$ cat config.mk
export PLATFORM = sky130hd
export DESIGN_NAME = fp_normalize_round
export DESIGN_NICKNAME = d
export VERILOG_FILES = /design/src/rtl/fp_pkg.sv /design/src/rtl/fp_round_rne.sv /design/src/rtl/fp_normalize_round.sv
export SDC_FILE = /design/constraint.sdc
export NUM_CORES = 1
export LEC_CHECK = 0
export CAP_MARGIN = 30
export CORE_MARGIN = 5
export CORE_UTILIZATION = 30
export DETAILED_ROUTE_END_ITERATION = 6
export PLACE_DENSITY = 0.61
export SETUP_SLACK_MARGIN = 0.15
export SLEW_MARGIN = 30
export SYNTH_ARGS = -nofsm -noshare
export SYNTH_HDL_FRONTEND = slang
export SYNTH_HIERARCHICAL = 1
export SYNTH_SLANG_ARGS = --single-unit
$ cat constraint.sdc
create_clock -name clk -period 4.69 [get_ports clk]
set_input_delay 0.938 -clock clk [delete_from_list [all_inputs] [get_ports clk]]
set_output_delay 0.938 -clock clk [all_outputs]
set_load 0.1 [all_outputs]
$ cat src/rtl/fp_pkg.sv
// Shared definitions for the FPU normalise/round stage.
//   - Field widths and exponent constants for IEEE-754 single precision.
//   - Bit positions inside the 28-bit raw mantissa coming out of add/sub:
//       [27] carry, [26] hidden, [25:3] fraction, [2] guard, [1] round, [0] sticky.
//   - State encoding of the normalise/round sequencer.
package fp_pkg;

  localparam int EXP_W   = 8;
  localparam int FRAC_W  = 23;
  localparam int BIAS    = 127;
  localparam int EXP_MAX = (1 << EXP_W) - 1;
  localparam int MANT_W  = FRAC_W + 5;

  localparam int CARRY_B = 27;
  localparam int HID_B   = 26;
  localparam int LSB_B   = 3;
  localparam int G_B     = 2;
  localparam int R_B     = 1;
  localparam int S_B     = 0;

  typedef enum logic [1:0] {
    ST_IDLE  = 2'd0,
    ST_NORM  = 2'd1,
    ST_ROUND = 2'd2,
    ST_DONE  = 2'd3
  } state_e;

endpackage

$ cat src/rtl/fp_round_rne.sv
// Combinational round-to-nearest-even of a normalised mantissa.
//   mant    : normalised mantissa without the carry bit, [26]=hidden, [25:3]=fraction, [2:0]=GRS
//   exp_in  : 9-bit biased exponent (extra MSB keeps overflow visible)
//   frac    : rounded 23-bit fraction
//   exp_out : exponent field after rounding (0 for denormals, bumped on rounding carry)
//   inexact : any of G/R/S set
//   carry   : rounding carried out of the fraction field
module fp_round_rne
  import fp_pkg::*;
(
  input  logic [HID_B:0]    mant,
  input  logic [EXP_W:0]    exp_in,
  output logic [FRAC_W-1:0] frac,
  output logic [EXP_W:0]    exp_out,
  output logic              inexact,
  output logic              carry
);

  logic            round_up;
  logic [FRAC_W:0] sum;
  logic [EXP_W:0]  exp_base;

  always_comb begin
    // Ties go to the value whose fraction LSB is zero.
    round_up = mant[G_B] & (mant[R_B] | mant[S_B] | mant[LSB_B]);
    sum      = {1'b0, mant[HID_B-1:LSB_B]} + {{FRAC_W{1'b0}}, round_up};
    carry    = sum[FRAC_W];
    // Without a hidden bit the value is denormal and its exponent field is 0.
    exp_base = mant[HID_B] ? exp_in : '0;
    // A carry turns 1.11..1 into 10.0 (normal) or 0.11..1 into 1.0 (denormal
    // becoming the smallest normal); both are exponent+1 with a zero fraction,
    // which is exactly what sum[FRAC_W-1:0] holds in that case.
    exp_out  = exp_base + {{EXP_W{1'b0}}, carry};
    frac     = sum[FRAC_W-1:0];
    inexact  = |mant[G_B:S_B];
  end

endmodule

$ cat src/rtl/fp_normalize_round.sv
// Normalise + RNE-round + pack stage following the FPU add/sub mantissa stage.
// Ports:
//   clk, rst_n        clock (rising edge), synchronous active-low reset
//   in_valid/in_ready raw operand handshake; in_ready is high only when idle
//   mantisa_raw       28-bit raw mantissa {carry, hidden, frac[22:0], G, R, S}
//   sign_result       result sign from add/sub
//   exp_in            biased common exponent
//   out_valid/out_ready result handshake
//   result            packed single {sign, exp[7:0], frac[22:0]}
//   flag_inexact/ovf/unf  status flags, meaningful while out_valid is high
//   dbg_state         current sequencer state
//
// Handshake: a transfer happens on a rising edge where valid and ready are both
// high. Once out_valid rises, result and flags are held until out_ready is seen.
// Only one operation is in flight; in_valid is ignored outside IDLE.
module fp_normalize_round
  import fp_pkg::*;
(
  input  logic                 clk,
  input  logic                 rst_n,
  input  logic                 in_valid,
  output logic                 in_ready,
  input  logic [MANT_W-1:0]    mantisa_raw,
  input  logic                 sign_result,
  input  logic [EXP_W-1:0]     exp_in,
  output logic                 out_valid,
  input  logic                 out_ready,
  output logic [EXP_W+FRAC_W:0] result,
  output logic                 flag_inexact,
  output logic                 flag_ovf,
  output logic                 flag_unf,
  output state_e               dbg_state
);

  localparam logic [EXP_W:0] EXP_ONE = (EXP_W+1)'(1);
  localparam logic [EXP_W:0] EXP_SAT = (EXP_W+1)'(EXP_MAX);

  state_e                  state_q, state_d;
  logic [MANT_W-1:0]       mant_q, mant_d;
  logic [EXP_W:0]          exp_q, exp_d;
  logic                    sign_q, sign_d;
  logic [EXP_W+FRAC_W:0]   result_q, result_d;
  logic                    inexact_q, inexact_d;
  logic                    ovf_q, ovf_d;
  logic                    unf_q, unf_d;
  logic                    out_valid_q, out_valid_d;

  logic [FRAC_W-1:0]       rnd_frac;
  logic [EXP_W:0]          rnd_exp;
  logic                    rnd_inexact;
  logic                    rnd_carry;

  fp_round_rne u_round (
    .mant    (mant_q[HID_B:0]),
    .exp_in  (exp_q),
    .frac    (rnd_frac),
    .exp_out (rnd_exp),
    .inexact (rnd_inexact),
    .carry   (rnd_carry)
  );

  always_comb begin
    state_d     = state_q;
    mant_d      = mant_q;
    exp_d       = exp_q;
    sign_d      = sign_q;
    result_d    = result_q;
    inexact_d   = inexact_q;
    ovf_d       = ovf_q;
    unf_d       = unf_q;
    out_valid_d = out_valid_q;

    case (state_q)
      ST_IDLE: begin
        if (in_valid) begin
          mant_d    = mantisa_raw;
          exp_d     = {1'b0, exp_in};
          sign_d    = sign_result;
          inexact_d = 1'b0;
          ovf_d     = 1'b0;
          unf_d     = 1'b0;
          state_d   = ST_NORM;
        end
      end

      ST_NORM: begin
        if (mant_q == '0) begin
          state_d = ST_ROUND;
        end else if (mant_q[CARRY_B]) begin
          // The bit shifted out folds into sticky so rounding still sees it.
          mant_d  = {1'b0, mant_q[CARRY_B:2], mant_q[R_B] | mant_q[S_B]};
          exp_d   = exp_q + EXP_ONE;
          state_d = ST_ROUND;
        end else if (mant_q[HID_B] || (exp_q <= EXP_ONE)) begin
          // Exponent floor reached without a hidden bit: leave it denormal.
          state_d = ST_ROUND;
        end else begin
          mant_d = {mant_q[MANT_W-2:0], 1'b0};
          exp_d  = exp_q - EXP_ONE;
        end
      end

      ST_ROUND: begin
        if (mant_q == '0) begin
          result_d  = '0;
          inexact_d = 1'b0;
          ovf_d     = 1'b0;
          unf_d     = 1'b0;
        end else if (rnd_exp >= EXP_SAT) begin
          result_d  = {sign_q, {EXP_W{1'b1}}, {FRAC_W{1'b0}}};
          inexact_d = 1'b1;
          ovf_d     = 1'b1;
          unf_d     = 1'b0;
        end else begin
          result_d  = {sign_q, rnd_exp[EXP_W-1:0], rnd_frac};
          inexact_d = rnd_inexact;
          ovf_d     = 1'b0;
          // Tiny means the packed result is still denormal/zero; a denormal
          // that rounds up into the smallest normal is not tiny.
          unf_d     = rnd_inexact & ~mant_q[HID_B] & ~rnd_carry;
        end
        out_valid_d = 1'b1;
        state_d     = ST_DONE;
      end

      ST_DONE: begin
        if (out_ready) begin
          out_valid_d = 1'b0;
          state_d     = ST_IDLE;
        end
      end

      default: begin
        out_valid_d = 1'b0;
        state_d     = ST_IDLE;
      end
    endcase
  end

  always_ff @(posedge clk) begin
    if (!rst_n) begin
      state_q     <= ST_IDLE;
      mant_q      <= '0;
      exp_q       <= '0;
      sign_q      <= 1'b0;
      result_q    <= '0;
      inexact_q   <= 1'b0;
      ovf_q       <= 1'b0;
      unf_q       <= 1'b0;
      out_valid_q <= 1'b0;
    end else begin
      state_q     <= state_d;
      mant_q      <= mant_d;
      exp_q       <= exp_d;
      sign_q      <= sign_d;
      result_q    <= result_d;
      inexact_q   <= inexact_d;
      ovf_q       <= ovf_d;
      unf_q       <= unf_d;
      out_valid_q <= out_valid_d;
    end
  end

  assign in_ready     = (state_q == ST_IDLE);
  assign out_valid    = out_valid_q;
  assign result       = result_q;
  assign flag_inexact = inexact_q;
  assign flag_ovf     = ovf_q;
  assign flag_unf     = unf_q;
  assign dbg_state    = state_q;

endmodule

==> results_dict.tcl <==
set metrics [dict create \
    layout_common_cells "nand2_1, clkdlybuf4s50_1, dfxtp_1, o21ai_0" \
    top_layer_used "met4" \
    clockBufferDepth 2 \
    num_rows 45 \
    p_int_uw 1940 \
    wirelength_um 13800 \
    cts_resized 0 \
    grt_pass1_vias 4602 \
    holdBufCountCts 0 \
    drc 0 \
    worstMarginPinSlew_ps 994 \
    crit_required_ps 4960 \
    grt_overflow 0 \
    irDropWorstVdd_mv 0.462 \
    clock_skew_ps 8.19 \
    cp_cell_sequence "nand4_4 -> nor4_4 -> and3_2 -> ha_1 -> ha_1 -> nand4_1 -> xnor2_1 -> and2_1 -> o21bai_1 -> a211oi_2 -> buf_4 -> nand4b_1 -> a21oi_1" \
    dp_hpwl_um 9700 \
    dieWidth_um 135 \
    power_density_nw_per_um2 661 \
    drive_gt1_share_pct 9.18 \
    antenna_cells 0 \
    route.met2.wl_um 6280 \
    finalCoreUtilization_pct 38.2 \
    detail-route-antenna-nets 0 \
    vias 4611 \
    post_drt_wl_per_cell_um 16.6 \
    wl_met3_um 677 \
    num_io_pins 80 \
    total_power_uw 3830 \
    fin_area_um2 5800 \
    tns_ps 0 \
    syn_nets 636 \
    syn_inst 585 \
    root_buffer "clkbuf_16" \
    antenna_found_initial 0 \
    io_buffers 79 \
    wl_met1_um 6570 \
    cp-start-kind "flip-flop" \
    cts_setup_buffers 0 \
    crit_fanout 24 \
    crit_path_end "flag_unf" \
    numCtsBuffers 9 \
    core_area_um2 15200 \
    htree_levels 3 \
    viasPerCell 5.55 \
    initial_utilization_pct 30.7 \
    switching_power_uw 1900 \
    ys_seq_area_share_pct 32.6 \
    cp_slowest_stage_delay_ps 530 \
    combPwrFrac_pct 52.4 \
    setup_viol 0 \
    grt_max_degree 44 \
    crit_type "reg -> reg" \
    rsz0062_at_grt "no" \
    min_period_ps 3610 \
    synth-seq-cells 76 \
    finalCritPeriodShare_pct 76.9 \
    finalNetCount 690 \
    die_area_um2 18100 \
    synth-edff-count 0 \
    reg2regPathDepth 13 \
    synth_area_per_cell_um2 7.97 \
    drv_cap 0 \
    r2r_slack_ps 1080 \
    fmax_ghz 0.277 \
    syn2layout_area_growth_pct 24.5 \
    crit_start "mant_q[5]" \
    grt_usage_pct 15.4 \
    synthFlopType "dfxtp_1" \
    die_y_um 135 \
    drt_first_iter_violations 313 \
    hp-class "reg -> reg" \
    async_flop_share_pct 0 \
    cts_tree "yes" \
    cp_slowest_cell "dfxtp_1" \
    fillers 1569 \
    switching_share_pct 49.5 \
    final_common_cell "nand2_1" \
    yosys_warnings 6 \
    leakage_uw 0.00202 \
    grt_pass1_wl_um 23000 \
    place_area_um2 5530 \
    seqPwrFrac_pct 30.7 \
    netlist_area_um2 4660 \
    finalHoldViolCount 0 \
    r2r_end "flag_unf" \
    status "completed" \
    path_clk_slew_ps 60 \
    ys_types 61 \
    gp_congestion 0.851 \
    finalMaxSlewViolations 0 \
    crit_top_cell "ha_1" \
    firstDrtPassIters 5 \
    cp.arrival_ps 3870 \
    p_clk_share_pct 16.8 \
    clk_latency_ps 340 \
    slew-limit-headroom_pct 33.5 \
    setup.worst_path.end_class "flip-flop" \
    clock-sinks 76 \
    reg2reg_from "mant_q[5]" \
]
synthesized netlist by cell type, types with 4 or more instances:
cell type / n / share of area [%]
nand2_1: 85 / 6.8
dfxtp_1: 76 / 33
o21ai_0: 43 / 4.6
nand3_1: 37 / 4.0
nor2_1: 37 / 3.0
clkbuf_1: 34 / 2.7
mux2i_1: 29 / 6.2
a31o_2: 25 / 4.7
a22oi_1: 24 / 3.9
xnor2_1: 21 / 3.9
a21oi_1: 17 / 1.8
nand4_1: 13 / 1.7
and2_1: 10 / 1.3
ha_1: 10 / 2.7
nor4_1: 10 / 1.3
inv_1: 9 / 0.72
xor2_1: 8 / 1.5
nor3_1: 7 / 0.75
o311ai_0: 7 / 1.3
nor2b_1: 6 / 0.81
o21ai_1: 6 / 0.64
and3_1: 5 / 0.67
o22ai_1: 5 / 0.67
o211ai_1: 4 / 0.64
or3_1: 4 / 0.54
critical path: cells and delay by family, from the launching register on:
kind                       cells  cell delay (ps)
AOI/OAI and AO/OA              3              590
and+or+nand+nor                6             1510
xor gates and xnor gates       1              150
DFF                            1              530
buffers and inverters          1              300
adders and majority gates      2              460
layout make-up:
type / count / area [µm²] / area share, %
well taps: 188 / 235 / 4.05
repair buffers: 86 / 838 / 14.4
inverters: 11 / 41.3 / 0.712
clock buffers: 13 / 260 / 4.49
clock inverters: 2 / 10.0 / 0.173
multi-input cells: 455 / 2900 / 49.9
flip-flops and latches: 76 / 1520 / 26.2
flip-flops by register name, summed over array words and instances, names as in the netlist, 2 cells and up:
name       flops
mant_q        28
dbg_state      2
result        32
exp_q          9
how the worst min path moves through the flow:
stage,startpoint,endpoint,slack (ps),cells after the start
global route,flag_inexact,flag_inexact,480,2
finish,result[26],result[26],460,2
floorplan,sign_q,sign_q,440,2
CTS,result[24],result[24],470,2
global placement,sign_q,sign_q,450,2
detailed placement,result[24],result[24],460,2
metrics by stage:
stage	instances	setup slack (ps)	hold slack, ps
floorplan	585	1290	436
global placement	816	1250	449
detailed placement	816	1140	458
CTS	831	1120	466
global route	831	867	481
finish	831	1080	460
metal layers:
metal  vias up  track usage, %
li1       2242               -
met1      2215            20.2
met2       131            24.6
met3        23            3.84
met4         0            5.60
met5         -               0
power by group through the flow:
stage               registers, µW  clock network [µW]  logic (µW)
floorplan                    1310                   0        1450
global placement             1170                   0        1960
detailed placement           1180                   0        2000
CTS                          1170                 660        2010
global route                 1220                 688        2180
finish                       1180                 646        2010
kinds of logic (layout without fill, tap and decap cells):
group / after synthesis / after routing / synth area share (%)
flops: 76 / 76 / 32.6
fa+ha+maj: 10 / 10 / 2.68
buf+inv: 54 / 112 / 5.40
mux: 29 / 29 / 6.23
compound gates: 153 / 153 / 22.4
simple gates: 234 / 234 / 25.2
xor+xnor: 29 / 29 / 5.45
Power figures use the tool's default switching activity.
